`src/rtl/tick_scheduler.sv`:
```
// Shared prescaler driving NCH programmable tick channels. Channel configuration
// arrives over a valid/ready port and takes effect only on a base-tick boundary.
module tick_scheduler #(
    parameter int PRESCALE = 50_000,
    parameter int CHW      = 2,
    parameter int PW       = 16
) (
    input  logic                clk,
    input  logic                rst_n,
    input  logic                cfg_valid,
    output logic                cfg_ready,
    input  logic [CHW-1:0]      cfg_ch,
    input  logic [PW-1:0]       cfg_period,
    input  logic                cfg_en,
    output logic                base_tick,
    output logic [2**CHW-1:0]   tick
);

    localparam int NCH = 2**CHW;
    localparam int PCW = (PRESCALE > 1) ? $clog2(PRESCALE) : 1;
    localparam logic [PCW-1:0] PRE_MAX = PCW'(PRESCALE - 1);

    typedef enum logic {
        IDLE,
        PEND
    } state_e;

    // Prescaler
    logic [PCW-1:0] pre_cnt_q, pre_cnt_d;
    logic           strobe;
    logic           base_tick_q;

    // Config FSM and pending registers
    state_e         state_q, state_d;
    logic [CHW-1:0] pend_ch_q, pend_ch_d;
    logic [PW-1:0]  pend_period_q, pend_period_d;
    logic           pend_en_q, pend_en_d;
    logic           apply;

    // Channel state
    logic [PW-1:0]  cnt_q    [NCH];
    logic [PW-1:0]  cnt_d    [NCH];
    logic [PW-1:0]  period_q [NCH];
    logic [PW-1:0]  period_d [NCH];
    logic [NCH-1:0] en_q, en_d;
    logic [NCH-1:0] tick_q, tick_d;

    always_comb begin
        strobe    = (pre_cnt_q == PRE_MAX);
        pre_cnt_d = strobe ? '0 : pre_cnt_q + 1'b1;
    end

    // NOTE: every combinational output gets a default first so no path leaves it unassigned (no latch).
    always_comb begin
        state_d       = state_q;
        pend_ch_d     = pend_ch_q;
        pend_period_d = pend_period_q;
        pend_en_d     = pend_en_q;
        cfg_ready     = 1'b0;
        apply         = 1'b0;
        case (state_q)
            IDLE: begin
                cfg_ready = 1'b1;
                if (cfg_valid) begin
                    pend_ch_d     = cfg_ch;
                    pend_period_d = cfg_period;
                    pend_en_d     = cfg_en;
                    state_d       = PEND;
                end
            end
            PEND: begin
                // An accept landing on a strobe is in IDLE that cycle, so it waits for the next one.
                if (strobe) begin
                    apply   = 1'b1;
                    state_d = IDLE;
                end
            end
            default: state_d = IDLE;
        endcase
    end

    always_comb begin
        en_d   = en_q;
        tick_d = '0;
        for (int i = 0; i < NCH; i++) begin
            cnt_d[i]    = cnt_q[i];
            period_d[i] = period_q[i];
            if (apply && (pend_ch_q == CHW'(i))) begin
                // Restart the channel from zero; its tick is suppressed on the applying strobe.
                period_d[i] = pend_period_q;
                en_d[i]     = pend_en_q;
                cnt_d[i]    = '0;
            end else if (strobe && en_q[i] && (period_q[i] != '0)) begin
                if (cnt_q[i] == period_q[i] - 1'b1) begin
                    cnt_d[i]  = '0;
                    tick_d[i] = 1'b1;
                end else begin
                    cnt_d[i] = cnt_q[i] + 1'b1;
                end
            end
        end
    end

    // NOTE: sequential state uses non-blocking assignments only, so all flops update together.
    // NOTE: the channel arrays are a handful of flops, not a RAM, so resetting them is cheap and required.
    always_ff @(posedge clk or negedge rst_n) begin
        if (!rst_n) begin
            pre_cnt_q     <= '0;
            base_tick_q   <= 1'b0;
            state_q       <= IDLE;
            pend_ch_q     <= '0;
            pend_period_q <= '0;
            pend_en_q     <= 1'b0;
            en_q          <= '0;
            tick_q        <= '0;
            for (int i = 0; i < NCH; i++) begin
                cnt_q[i]    <= '0;
                period_q[i] <= '0;
            end
        end else begin
            pre_cnt_q     <= pre_cnt_d;
            base_tick_q   <= strobe;
            state_q       <= state_d;
            pend_ch_q     <= pend_ch_d;
            pend_period_q <= pend_period_d;
            pend_en_q     <= pend_en_d;
            en_q          <= en_d;
            tick_q        <= tick_d;
            for (int i = 0; i < NCH; i++) begin
                cnt_q[i]    <= cnt_d[i];
                period_q[i] <= period_d[i];
            end
        end
    end

    assign base_tick = base_tick_q;
    assign tick      = tick_q;

endmodule

```
`config.mk`:
```
export PLATFORM = sky130hd
export DESIGN_NAME = tick_scheduler
export DESIGN_NICKNAME = d
export VERILOG_FILES = /design/src/rtl/tick_scheduler.sv
export SDC_FILE = /design/constraint.sdc
export NUM_CORES = 1
export LEC_CHECK = 0
export BUFFER_PORTS_ARGS = -buffer_cell sky130_fd_sc_hd__buf_4
export CAP_MARGIN = 25
export CORE_ASPECT_RATIO = 1.4
export CORE_MARGIN = 1.5
export CORE_UTILIZATION = 63
export CTS_CLUSTER_DIAMETER = 150
export DETAILED_ROUTE_END_ITERATION = 6
export PLACE_DENSITY = 0.77
export SETUP_SLACK_MARGIN = 0.2
export SYNTH_ARGS = -nofsm -noshare
export SYNTH_HDL_FRONTEND = slang
export SYNTH_SLANG_ARGS = --single-unit
```
`constraint.sdc`:
```
create_clock -name clk -period 3.85 [get_ports clk]
set_input_delay 0.77 -clock clk [delete_from_list [all_inputs] [get_ports clk]]
set_output_delay 0.77 -clock clk [all_outputs]
set_load 0.01 [all_outputs]
```
Word-level counts from Yosys, hierarchy flattened
Index checks and enable logic that the tools add are counted.
- logic and storage cells: 90
- bits in registers: 173
- output and inout port bits: 6
- input bits: 22
- reductions and logical operators: 22
- bitwise gates (word level): 1
- multiplexer cells: 31
- add/subtract/negate cells: 9
- eq/ne operators: 8
- operator list (operator ; count):
    16-bit 2-to-1 mux ; 13
    16-bit by 1-bit adder with 16-bit output (second input constant) ; 5
    16-bit == test ; 4
    16-bit nonzero test ; 4
    16-bit by 1-bit subtractor with 16-bit output (second input constant) ; 4
    1-bit 2-to-1 mux ; 17
    16-bit == test (second input constant) ; 1
    1-bit logical AND ; 12
    2-bit nonzero test ; 4
    2-bit == test (second input constant) ; 2
    2-bit by 1-bit == test with 1-bit output (second input constant) ; 1
    2-bit zero test ; 1
    1-bit case mux with 2 select lines ; 1
    2-bit AND reduction ; 1
    1-bit NOT ; 1

Longest topological paths before layout
- depth in word-level cells: 5
- depth in mapped cells: 12
- gate-level depth less buffers: 10

Least setup slack after synthesis
Ideal clock, no wire load.
- path type: register to register
- start point: register period_q[48] (netlist name)
- end point: register cnt_q[52] (netlist name)
- clock period less this slack: 2.665 ns
- stages on the path, launching flop included: 13
- library setup time: 0.121 ns
- data required time: 3.729 ns
- arrival time: 2.544 ns
- path buffers: 2
- path slack: 1.185 ns
- path through: dfrtp_1 inv_1 ha_1 clkbuf_1 nor3b_1 nand2_1 xnor2_1 or3_1 a21oi_1 nand4_1 o21bai_1 buf_2 nor2_1
- cells in the longest elaborated chain, start to end: 5
- elaborated cells on any way between the ends: 8
- classes of those cells: 1 x add/sub; 1 x eq/ne; 3 x mux; 3 x reduce/logical
- ends and longest elaborated chain (item ; line ; source):
    start, declared ; 43 ; logic [PW-1:0] period_q [NCH];
    start signal, assigned by index ; 131 ; period_q[i] <= period_d[i];
    16-bit by 1-bit subtractor with 16-bit output ; 94 ; if (cnt_q[i] == period_q[i] - 1'b1) begin
    16-bit == test ; 94 ;
    16-bit 2-to-1 mux ; 94 ;
    16-bit 2-to-1 mux ; 93 ; end else if (strobe && en_q[i] && (period_q[i] != '0)) begin
    16-bit 2-to-1 mux ; 88 ; if (apply && (pend_ch_q == CHW'(i))) begin
    end signal, assigned by index ; 130 ; cnt_q[i] <= cnt_d[i];
    end, declared ; 41 ; logic [PW-1:0] cnt_q [NCH];
Parallel ways exist; a longest one is shown, timed or not. The select of a mux whose other input is x is not followed.
A chain may end at the register's enable or synchronous reset.

Worst setup path after layout
- start point: register period_q[0] (netlist name)
- end point: register cnt_q[7] (netlist name)
The elaborated chain is that of the path after synthesis.

==> results.sh <==
export IMPL_outcome="completed"
export IMPL_drtAntennaViolNets=0
export IMPL_p_leak_nw=5.15
export IMPL_cts_root_buffer="clkbuf_16"
export IMPL_power_switching_uw=862
export IMPL_fp_dieH_um=152
export IMPL_syn_area_um2=10000
export IMPL_cp_end_kind="flop"
export IMPL_slowest_stage="or4b_1"
export IMPL_max_stage_delay_ns=0.53
export IMPL_clock_path_buffers=2
export IMPL_drtPass1Iterations=7
export IMPL_yosys_warnings=0
export IMPL_dp_cells=1306
export IMPL_max_slew_margin_rel_pct=41.9
export IMPL_clkTransAtPathRegs_ns=0.07
export IMPL_setup_slack_ns=0.761
export IMPL_seq_power_share_pct=50.1
export IMPL_wl_met1_mm=9.72
export IMPL_dp_slack_ns=0.832
export IMPL_ys_async_sr_fraction_pct=100
export IMPL_holdCritPathClass="primary input to asynchronous set/reset pin"
export IMPL_rsz0062_at_grt="false"
export IMPL_die_area_um2=16700
export IMPL_grt_pass1_vias=8091
export IMPL_yosys_area_top_type="dfrtp_1"
export IMPL_regToRegStartpoint="period_q[0]"
export IMPL_core_region_area_um2=15500
export IMPL_synth_ff_type="dfrtp_1"
export IMPL_yosysTopAreaCellShare_pct=43.2
export IMPL_antenna_found_initial=0
export IMPL_grt_pass1_wl_mm=39.5
export IMPL_gp_congestion=0.926
export IMPL_timing_final_crit_period_ns=3.09
export IMPL_fin_cells=1338
export IMPL_synth_area_top_cells="dfrtp_1, nand2_1, xnor2_1, xor2_1, mux2_2"
export IMPL_fin_worst_skew_ns=0.0100
export IMPL_period_share_pct=80.2
export IMPL_num_antenna_cells=0
export IMPL_highest_layer="met4"
export IMPL_setup_viol=0
export IMPL_clkLatencyLatePin_ns=0.43
export IMPL_syn_num_nets=1149
export IMPL_tightest_slew_ns=0.867
export IMPL_start_util_pct=64.4
export IMPL_overflow=0
export IMPL_p_int_mw=2.93
export IMPL_synth_edf_count=0
export IMPL_fillers=1240
export IMPL_avgSynthCellArea_um2=8.96
export IMPL_drive_gt1_share_pct=12.2
export IMPL_crit_start="period_q[0]"
export IMPL_wl_mm=23.4
export IMPL_crit_type="flop to flop"
export IMPL_hpwl_mm=16.4
export IMPL_drv_cap=0
export IMPL_post_route_drc_count=0
export IMPL_wl_met2_mm=11.8
export IMPL_io_pins=28
export IMPL_io_buffers=27
export IMPL_hold_viol=0
export IMPL_worstPathRequired_ns=4.17
export IMPL_layout_nets=1160
export IMPL_rrSetupSlack_ns=0.76
export IMPL_routedWlPerCell_um=17.5
export IMPL_die_w_um=110
export IMPL_power_density_nw_per_um2=344
export IMPL_arrival_ns=3.41
export IMPL_finalSetupTns_ns=0
export IMPL_vias=8089
export IMPL_max_freq_ghz=0.324
export IMPL_ff_latch_area_um2=4330
export IMPL_ys_seq_area_share_pct=43.2
export IMPL_synthDistinctLibCells=78
export IMPL_p_sw_share_pct=22.7
export IMPL_power_frac_clock_pct=47.7
export IMPL_cts_buffers=17
export IMPL_ctsResizeCount=0
export IMPL_r2r_cells=10
export IMPL_fin_area_um2=11000
export IMPL_viasPerCell=6.05
export IMPL_combPwrFrac_pct=2.1
export IMPL_htree_levels=4
export IMPL_grt_max_degree=58
export IMPL_postCtsSetupRepairBufs=0
export IMPL_route_met3_wl_mm=1.14
export IMPL_synth_seq_cells=173
export IMPL_worstPathMaxFanout=8
export IMPL_startpoint_type="flop"
export IMPL_drt_initial_drc_count=523
export IMPL_syn2layout_area_growth_pct=10.0
export IMPL_syn_inst=1118
export IMPL_cts_tree="yes"
export IMPL_whs_ns=0.282
export IMPL_clock_sinks=173
export IMPL_ctsHoldBuffers=0
export IMPL_multi_input_area_um2=5410
export IMPL_worstPathCellList="inv_1 > ha_1 > nor2b_1 > nand3_1 > or4_1 > xnor2_1 > nand4_1 > or4b_1 > o21bai_4 > nor2_1"
export IMPL_placed_area_um2=10400
export IMPL_rows=54
export IMPL_track_usage_pct=30.1
export IMPL_ir_drop_mv=0.258
export IMPL_drv_slew=0
metrics by stage:
stage          util, %  power [mW]
3_3_place_gp      66.9        2.02
2_1_floorplan        -        1.93
3_5_place_dp      66.9        2.02
4_1_cts           70.9        3.82
6_report          70.9        3.79
5_1_grt           70.9        3.91
routing by layer:
layer  up-vias  track usage [%]
li1       3901                -
met5         -                0
met4         0             11.1
met2       233             49.8
met3        63             5.86
met1      3892             38.8
cells in the final DEF (no fill, tap or decap), types with 4 or more instances in the layout:
cell type / netlist / final
nand2_1: 225 / 225
dfrtp_1: 173 / 173
nor2_1: 97 / 97
xnor2_1: 72 / 72
nand3_1: 55 / 55
xor2_1: 53 / 53
buf_4: 0 / 42
o21ai_0: 37 / 37
mux2_2: 36 / 36
nor3_1: 33 / 32
nand4_1: 22 / 22
nand3b_1: 21 / 21
inv_1: 19 / 19
nor4_1: 18 / 18
a21oi_1: 17 / 17
clkbuf_16: 0 / 17
and3_1: 15 / 15
or4_1: 14 / 14
a31oi_1: 14 / 14
or3_1: 10 / 10
nor2b_1: 10 / 10
nand2b_1: 10 / 10
ha_1: 9 / 9
nor3b_1: 8 / 7
mux2i_1: 6 / 6
and2_1: 5 / 5
o211ai_1: 5 / 5
or2_2: 5 / 5
inv_6: 0 / 5
o21ai_1: 4 / 4
and4_1: 4 / 4
a21boi_0: 4 / 4
registers in the layout, indices dropped and copies added, names as in the netlist:
name	flops
cnt_q	64
period_q	64
pend_period_q	16
en_q	4
base_tick	1
state_q	1
pend_en_q	1
pend_ch_q	2
pre_cnt_q	16
tick	4
synth_stat cells, drive strengths merged, types with 12 or more instances:
library cell / count
a21oi: 17
a31oi: 14
and3: 15
buf: 12
clkbuf: 40
dfrtp: 173
inv: 19
mux2: 36
nand2: 226
nand3: 56
nand3b: 21
nand4: 22
nor2: 97
nor3: 35
nor4: 23
o21ai: 42
or4: 14
xnor2: 72
xor2: 53
kinds of logic (layout without fill, tap and decap cells):
logic type,Yosys count,count (layout),synth area share [%]
mux,42,42,4.65
buf+inv,71,95,2.89
compound gates,120,120,8.06
fa+ha+maj,9,9,1.12
flops,173,173,43.2
xor+xnor,125,125,10.9
simple gates,578,578,29.1
final cells by class:
type	count	area share (%)
timing repair buffer	44	3.15
tap	196	2.23
multi-input combinational	874	49.1
inverter	19	0.647
sequential	173	39.3
clock inverter	14	1.65
clock buffer	18	3.99
critical path: cells and delay by family (launching register included):
kind | cells | cell delay, ns
simple gates | 6 | 1.81
fa+ha+maj | 1 | 0.21
buf+inv | 1 | 0.09
flops | 1 | 0.42
xor+xnor | 1 | 0.19
compound gates | 1 | 0.25
power groups by stage:
stage,combinational (mW),sequential [mW],clock [mW]
finish,0.0813,1.90,1.81
global route,0.0917,1.90,1.91
CTS,0.0847,1.90,1.83
detailed placement,0.0837,1.93,0
global placement,0.0821,1.93,0
floorplan,0.0297,1.90,0
worst paths after layout:
| path | end |
|---|---|
| max in group asynchronous | tick[0] |
| min reg2reg | en_q[2] |
| max | cnt_q[7] |
| min in group clk | en_q[2] |
| max reg2reg | cnt_q[7] |
| min | cnt_q[25] |
No activity file was read; power rests on OpenSTA's default activity.
